## config.mk

```make
export PLATFORM = sky130hd
export DESIGN_NAME = squash_game_ctrl
export DESIGN_NICKNAME = d
export VERILOG_FILES = /design/src/rtl/squash_pkg.sv /design/src/rtl/squash_debounce.sv /design/src/rtl/squash_game_ctrl.sv
export SDC_FILE = /design/constraint.sdc
export NUM_CORES = 1
export LEC_CHECK = 0
export CAP_MARGIN = 20
export CORE_ASPECT_RATIO = 0.5
export CORE_MARGIN = 1
export CORE_UTILIZATION = 60
export CTS_CLUSTER_DIAMETER = 50
export DETAILED_ROUTE_END_ITERATION = 7
export GPL_TIMING_DRIVEN = 0
export PLACE_DENSITY_LB_ADDON = 0.2
export SLEW_MARGIN = 0
export SYNTH_ARGS = -nofsm -noshare
export SYNTH_HDL_FRONTEND = slang
export SYNTH_SLANG_ARGS = --single-unit
```

## constraint.sdc

```tcl
create_clock -name clk -period 4.6 [get_ports clk]
set_clock_uncertainty 0.15 [all_clocks]
set_input_delay 0.46 -clock clk [delete_from_list [all_inputs] [get_ports clk]]
set_output_delay 0.46 -clock clk [all_outputs]
set_load 0.01 [all_outputs]
```

## src/rtl/squash_pkg.sv

```systemverilog
// Shared encodings and helpers for the squash game controller.
package squash_pkg;

    localparam int BCD_W   = 8;
    localparam int LIVES_W = 2;

    typedef enum logic [2:0] {
        ATTRACT = 3'd0,
        SERVE   = 3'd1,
        PLAY    = 3'd2,
        PAUSED  = 3'd3,
        MISS    = 3'd4,
        OVER    = 3'd5
    } state_t;

    // Two-digit BCD increment that sticks at 99.
    function automatic logic [BCD_W-1:0] bcd_inc_sat(input logic [BCD_W-1:0] v);
        logic [3:0] lo;
        logic [3:0] hi;
        lo = v[3:0];
        hi = v[7:4];
        if (v == 8'h99) begin
            return v;
        end
        if (lo == 4'd9) begin
            lo = 4'd0;
            hi = hi + 4'd1;
        end else begin
            lo = lo + 4'd1;
        end
        return {hi, lo};
    endfunction

endpackage

```

## src/rtl/squash_debounce.sv

```systemverilog
// Button conditioner: two-flop synchroniser, frame-rate sampling, and a
// single press pulse once the button has been seen low for FRAMES samples.
module squash_debounce #(
    parameter int FRAMES = 4
) (
    input  logic clk,
    input  logic reset_n,
    input  logic frame_tick,
    input  logic btn_n,
    output logic press
);

    localparam int CNT_W = $clog2(FRAMES + 1);
    localparam logic [CNT_W-1:0] FULL = CNT_W'(FRAMES);

    logic [1:0]       sync;
    logic [CNT_W-1:0] low_cnt;

    // Synchroniser resets to "released" so reset never manufactures a press.
    always_ff @(posedge clk or negedge reset_n) begin
        if (!reset_n) begin
            sync <= 2'b11;
        end else begin
            sync <= {sync[0], btn_n};
        end
    end

    // Count low samples; the counter parks at FULL until a high sample rearms it.
    always_ff @(posedge clk or negedge reset_n) begin
        if (!reset_n) begin
            low_cnt <= '0;
            press   <= 1'b0;
        end else begin
            press <= 1'b0;
            if (frame_tick) begin
                if (sync[1]) begin
                    low_cnt <= '0;
                end else if (low_cnt != FULL) begin
                    low_cnt <= low_cnt + 1'b1;
                    if (low_cnt == FULL - 1'b1) begin
                        press <= 1'b1;
                    end
                end
            end
        end
    end

endmodule

```

## src/rtl/squash_game_ctrl.sv

```systemverilog
// Game sequencing around the squash core: attract, serve delay, play,
// pause, miss freeze and game over, with BCD scoring and ball count.
//
// state   | meaning
// --------+-------------------------------------------------
// ATTRACT | idle after reset, waiting for start
// SERVE   | core held paused for SERVE_FRAMES before the ball
// PLAY    | core running, hits score, miss loses a ball
// PAUSED  | user pause, everything frozen
// MISS    | freeze for MISS_FRAMES after a lost ball
// OVER    | no balls left, waiting for start
module squash_game_ctrl
    import squash_pkg::*;
#(
    parameter int LIVES           = 3,
    parameter int SERVE_FRAMES    = 60,
    parameter int MISS_FRAMES     = 90,
    parameter int DEBOUNCE_FRAMES = 4
) (
    input  logic               clk,
    input  logic               reset_n,
    input  logic               frame_tick,
    input  logic               start_n,
    input  logic               pause_btn_n,
    input  logic               hit,
    input  logic               miss,
    output logic               core_pause_n,
    output logic               core_new_game_n,
    output logic [BCD_W-1:0]   score,
    output logic [LIVES_W-1:0] lives,
    output logic [2:0]         state,
    output logic               game_over
);

    localparam int FMAX   = (SERVE_FRAMES > MISS_FRAMES) ? SERVE_FRAMES : MISS_FRAMES;
    localparam int FCNT_W = $clog2(FMAX + 1);
    localparam logic [FCNT_W-1:0]  SERVE_LAST = FCNT_W'(SERVE_FRAMES - 1);
    localparam logic [FCNT_W-1:0]  MISS_LAST  = FCNT_W'(MISS_FRAMES - 1);
    localparam logic [LIVES_W-1:0] LIVES_INIT = LIVES_W'(LIVES);

    state_t            state_q;
    state_t            state_next;
    logic [FCNT_W-1:0] frame_cnt;
    logic              hit_q;
    logic              hit_edge;
    logic              start_press;
    logic              pause_press;
    logic              pause_n_d;
    logic              new_game_n_d;
    logic              game_over_d;

    squash_debounce #(.FRAMES(DEBOUNCE_FRAMES)) u_start_db (
        .clk        (clk),
        .reset_n    (reset_n),
        .frame_tick (frame_tick),
        .btn_n      (start_n),
        .press      (start_press)
    );

    squash_debounce #(.FRAMES(DEBOUNCE_FRAMES)) u_pause_db (
        .clk        (clk),
        .reset_n    (reset_n),
        .frame_tick (frame_tick),
        .btn_n      (pause_btn_n),
        .press      (pause_press)
    );

    assign hit_edge = hit & ~hit_q;
    assign state    = state_q;

    // State register.
    always_ff @(posedge clk or negedge reset_n) begin
        if (!reset_n) begin
            state_q <= ATTRACT;
        end else begin
            state_q <= state_next;
        end
    end

    // Next-state decode; miss outranks pause within PLAY.
    always_comb begin
        state_next = state_q;
        case (state_q)
            ATTRACT: if (start_press) state_next = SERVE;
            SERVE:   if (frame_tick && frame_cnt == SERVE_LAST) state_next = PLAY;
            PLAY: begin
                if (miss) begin
                    state_next = MISS;
                end else if (pause_press) begin
                    state_next = PAUSED;
                end
            end
            PAUSED:  if (pause_press) state_next = PLAY;
            MISS: begin
                if (frame_tick && frame_cnt == MISS_LAST) begin
                    state_next = (lives == '0) ? OVER : SERVE;
                end
            end
            OVER:    if (start_press) state_next = SERVE;
            default: state_next = ATTRACT;
        endcase
    end

    // Output decode from the upcoming state so the registered outputs line up with it.
    always_comb begin
        pause_n_d    = (state_next == PLAY);
        new_game_n_d = !((state_next == SERVE) && (state_q != SERVE));
        game_over_d  = (state_next == OVER);
    end

    // Output registers.
    always_ff @(posedge clk or negedge reset_n) begin
        if (!reset_n) begin
            core_pause_n    <= 1'b0;
            core_new_game_n <= 1'b1;
            game_over       <= 1'b0;
        end else begin
            core_pause_n    <= pause_n_d;
            core_new_game_n <= new_game_n_d;
            game_over       <= game_over_d;
        end
    end

    // Frame timer, hit edge history, score and ball count.
    // hit_q resets high so a hit level held through reset is not an edge.
    always_ff @(posedge clk or negedge reset_n) begin
        if (!reset_n) begin
            frame_cnt <= '0;
            hit_q     <= 1'b1;
            score     <= '0;
            lives     <= LIVES_INIT;
        end else begin
            hit_q <= hit;
            if (state_next != state_q) begin
                frame_cnt <= '0;
            end else if (frame_tick && (state_q == SERVE || state_q == MISS)) begin
                frame_cnt <= frame_cnt + 1'b1;
            end
            case (state_q)
                ATTRACT, OVER: begin
                    if (start_press) begin
                        score <= '0;
                        lives <= LIVES_INIT;
                    end
                end
                PLAY: begin
                    if (miss) begin
                        lives <= lives - 1'b1;
                    end else if (hit_edge) begin
                        score <= bcd_inc_sat(score);
                    end
                end
                default: ;
            endcase
        end
    end

endmodule

```

==> reports/results.txt <==
Worst Setup End Kind: flip-flop
Hold Path Class: in -> async
post-DP HPWL: 2780 µm
Worst Setup Path Type: in -> reg
synth top area cells: dfrtp_1 35%, dfstp_2 11%, ha_1 8.2%
reg2reg start: frame_cnt[0]
Area Growth Syn to Fin: 19.1%
worst slew pin tran: 0.778 ns
Max-cap violations: 0
Post-DRT Antenna Nets: 0
status: finished clean
area leader, netlist: dfrtp_1
Slowest-stage cell, CP: clkdlybuf4s50_1
share of the synthesized area in the top cell type: 0.355
Syn Area/Cell: 10.4 µm²
Peak Freq: 0.472 GHz
Starting DRT DRC Count: 136
initial antenna violation count: 0
Final Cell Area: 2350 µm²
Syn Nets: 210
CP Launch Type: input port
total core area: 3070 µm²
first-pass GRT wire length: 6660 µm
vias post-DR: 1544
Psw: 0.351 mW
Clk pwr share: 0.260
total gr overflow: 0
WP data arrival: 2.10 ns
Switching Share: 0.333
Initial Util: 0.644
# port buffers: 22
Critical Path Fanout Max: 7
ANT cells: 0
total length of routed wires: 3800 µm
Crit path largest cell delay: 0.53 ns
endpoints failing setup: 0
Horiz. Die Dim: 83.2 µm
Overall Power: 1.05 mW
Worst-Skew Late Latency: 0.29 ns
worst hold slack: 0.0943 ns
setup TNS: 0 ns
dpl cells: 252
clock-pin transition on the worst setup and hold timing paths: 0.08 ns
pre-CTS setup slack: 2.19 ns
setup slack, reg-to-reg: 2.50 ns
largest net degree at the start of global routing: 37
Die Footprint: 3540 µm²
cts hold-fix bufs: 0
Static Leak: 1.00 nW
Final nets: 239
worst reg-to-reg path cell count: 5
die height: 42.6 µm
H-tree depth: 2
1st-pass router iterations: 4
Unique masters post-synth: 45
Final WS setup: 2.48 ns
P per Cell Area: 448 nW/µm²
Synth Instances: 190
post-layout min period: 2.12 ns
power share of the combinational group: 0.338
fin cells: 260
Num Clock Sinks: 36
FF+latch count, synth: 36
post-CTS sizing: 0
r2r endpoint: frame_cnt[2]
root buf cell: clkbuf_8
placer congestion estimate: 0.872
Layout Utilization: 0.767
Int Power: 0.703 mW
Area after DPL: 2240 µm²
asr flop ratio synth: 1.00
Post-synth top cells: 28 x dfrtp_1, 20 x inv_1, 13 x ha_1
Req. time, crit path: 4.58 ns
Tot GR Track Use: 0.247
cell area after synthesis: 1980 µm²
TritonCTS Buffers: 5
RSZ-0062 raised after global routing: no
vias in the first global route: 1524
number of post-CTS setup repair buffers: 0
DR DRC count: 0
Synth Flop Type: dfrtp_1
most common cell in the netlist: dfrtp_1
Slew Viols, Final: 0
cell chain of the critical path: clkdlybuf4s50_1 > nand2b_1 > o41a_1 > o21ai_1 > a211oi_1
Post-synth EDFFs: 0
fin crit share: 0.461
share of cells above drive strength 1: 0.132
Yosys warning count: 0
clk buf depth: 2
WL/cell: 14.6 µm
final hold vios: 0
boundary pin count: 23
VDD IR max: 0.269 mV
TritonCTS clock tree: built
num rows: 14
Flop pwr share: 0.402
Rel. slew slack: 0.481
post-synthesis sequential area ratio: 0.461
Vias per Instance: 5.94
[layout make-up]
type | count | area, µm²
Buffer | 4 | 26.3
Timing Repair Buffer | 22 | 215
Tap cell | 40 | 50.0
Clock inverter | 3 | 42.5
Clock buffer | 5 | 68.8
Fill cell | 186 | 713
Multi-Input combinational cell | 130 | 963
Inverter | 20 | 75.1
Sequential cell | 36 | 911
[power groups by stage]
| stage | Clock (mW) | Combinational [mW] | Sequential (mW) |
|---|---|---|---|
| finish | 0.274 | 0.357 | 0.424 |
| detailed placement | 0 | 0.355 | 0.429 |
| CTS | 0.279 | 0.356 | 0.424 |
| floorplan | 0 | 0.236 | 0.430 |
| global route | 0.295 | 0.393 | 0.434 |
| global placement | 0 | 0.339 | 0.426 |
[worst max-delay path, delay by kind of cell]
family	cells	cell delay [ns]
simple gates	1	0.08
buf+inv	1	0.53
compound gates	3	1.02
[how the worst max path moves through the flow]
| stage | start | endpoint | slack, ns | cells past startpoint |
|---|---|---|---|---|
| global placement | reset_n | u_pause_db.low_cnt[1] | 2.18 | 1 |
| global route | frame_cnt[0] | frame_cnt[5] | 2.35 | 5 |
| CTS | frame_tick | frame_cnt[5] | 2.47 | 6 |
| detailed placement | frame_tick | frame_cnt[5] | 2.19 | 6 |
| finish | frame_tick | frame_cnt[2] | 2.48 | 5 |
| floorplan | state[0] | score[7] | 2.79 | 5 |
[kinds of logic (layout without fill, tap and decap cells)]
family / Yosys count / count (layout) / share of synthesized area
compound gates: 48 / 48 / 0.167
xor+xnor: 7 / 7 / 0.0348
fa+ha+maj: 13 / 13 / 0.0823
buf+inv: 24 / 54 / 0.0513
flops: 36 / 36 / 0.461
mux: 2 / 2 / 0.0114
simple gates: 60 / 60 / 0.193
[cells in the final DEF, fill, tap and decap left out, types with 2 or more instances in the layout]
cell and count:
inv_1 20, clkdlybuf4s50_1 21, a22o_1 3, a21oi_1 9, mux2_2 2, nor3_1 6
nand3_1 7, xnor2_1 6, o31ai_1 4, dfstp_2 8, nand3b_1 4, ha_1 13
o21ai_0 11, nand2b_1 5, and2_1 3, a211oi_1 8, or2b_1 2, o211ai_1 2
nor2_1 6, o22ai_1 2, or3_1 5, nand2_1 7, nor3b_1 3, clkbuf_8 5
buf_2 4, nor2b_1 3, dfrtp_1 28
[metal layers]
| metal | global-route usage | up-vias | share of wire |
|---|---|---|---|
| met5 | 0 | - | 0 |
| li1 | - | 741 | - |
| met1 | 0.313 | 762 | 0.48 |
| met4 | 0.0897 | 0 | 0.013 |
| met3 | 0.0709 | 6 | 0.042 |
| met2 | 0.410 | 35 | 0.46 |
[registers in the layout, summed over array words and instances, names as in the netlist]
name / count
u_pause_db.sync: 2
u_pause_db.press: 1
lives: 2
state: 3
u_start_db.low_cnt: 3
u_start_db.sync: 2
u_start_db.press: 1
core_new_game_n: 1
u_pause_db.low_cnt: 3
game_over: 1
hit_q: 1
frame_cnt: 7
score: 8
core_pause_n: 1
(Power assumes the default switching activity.)
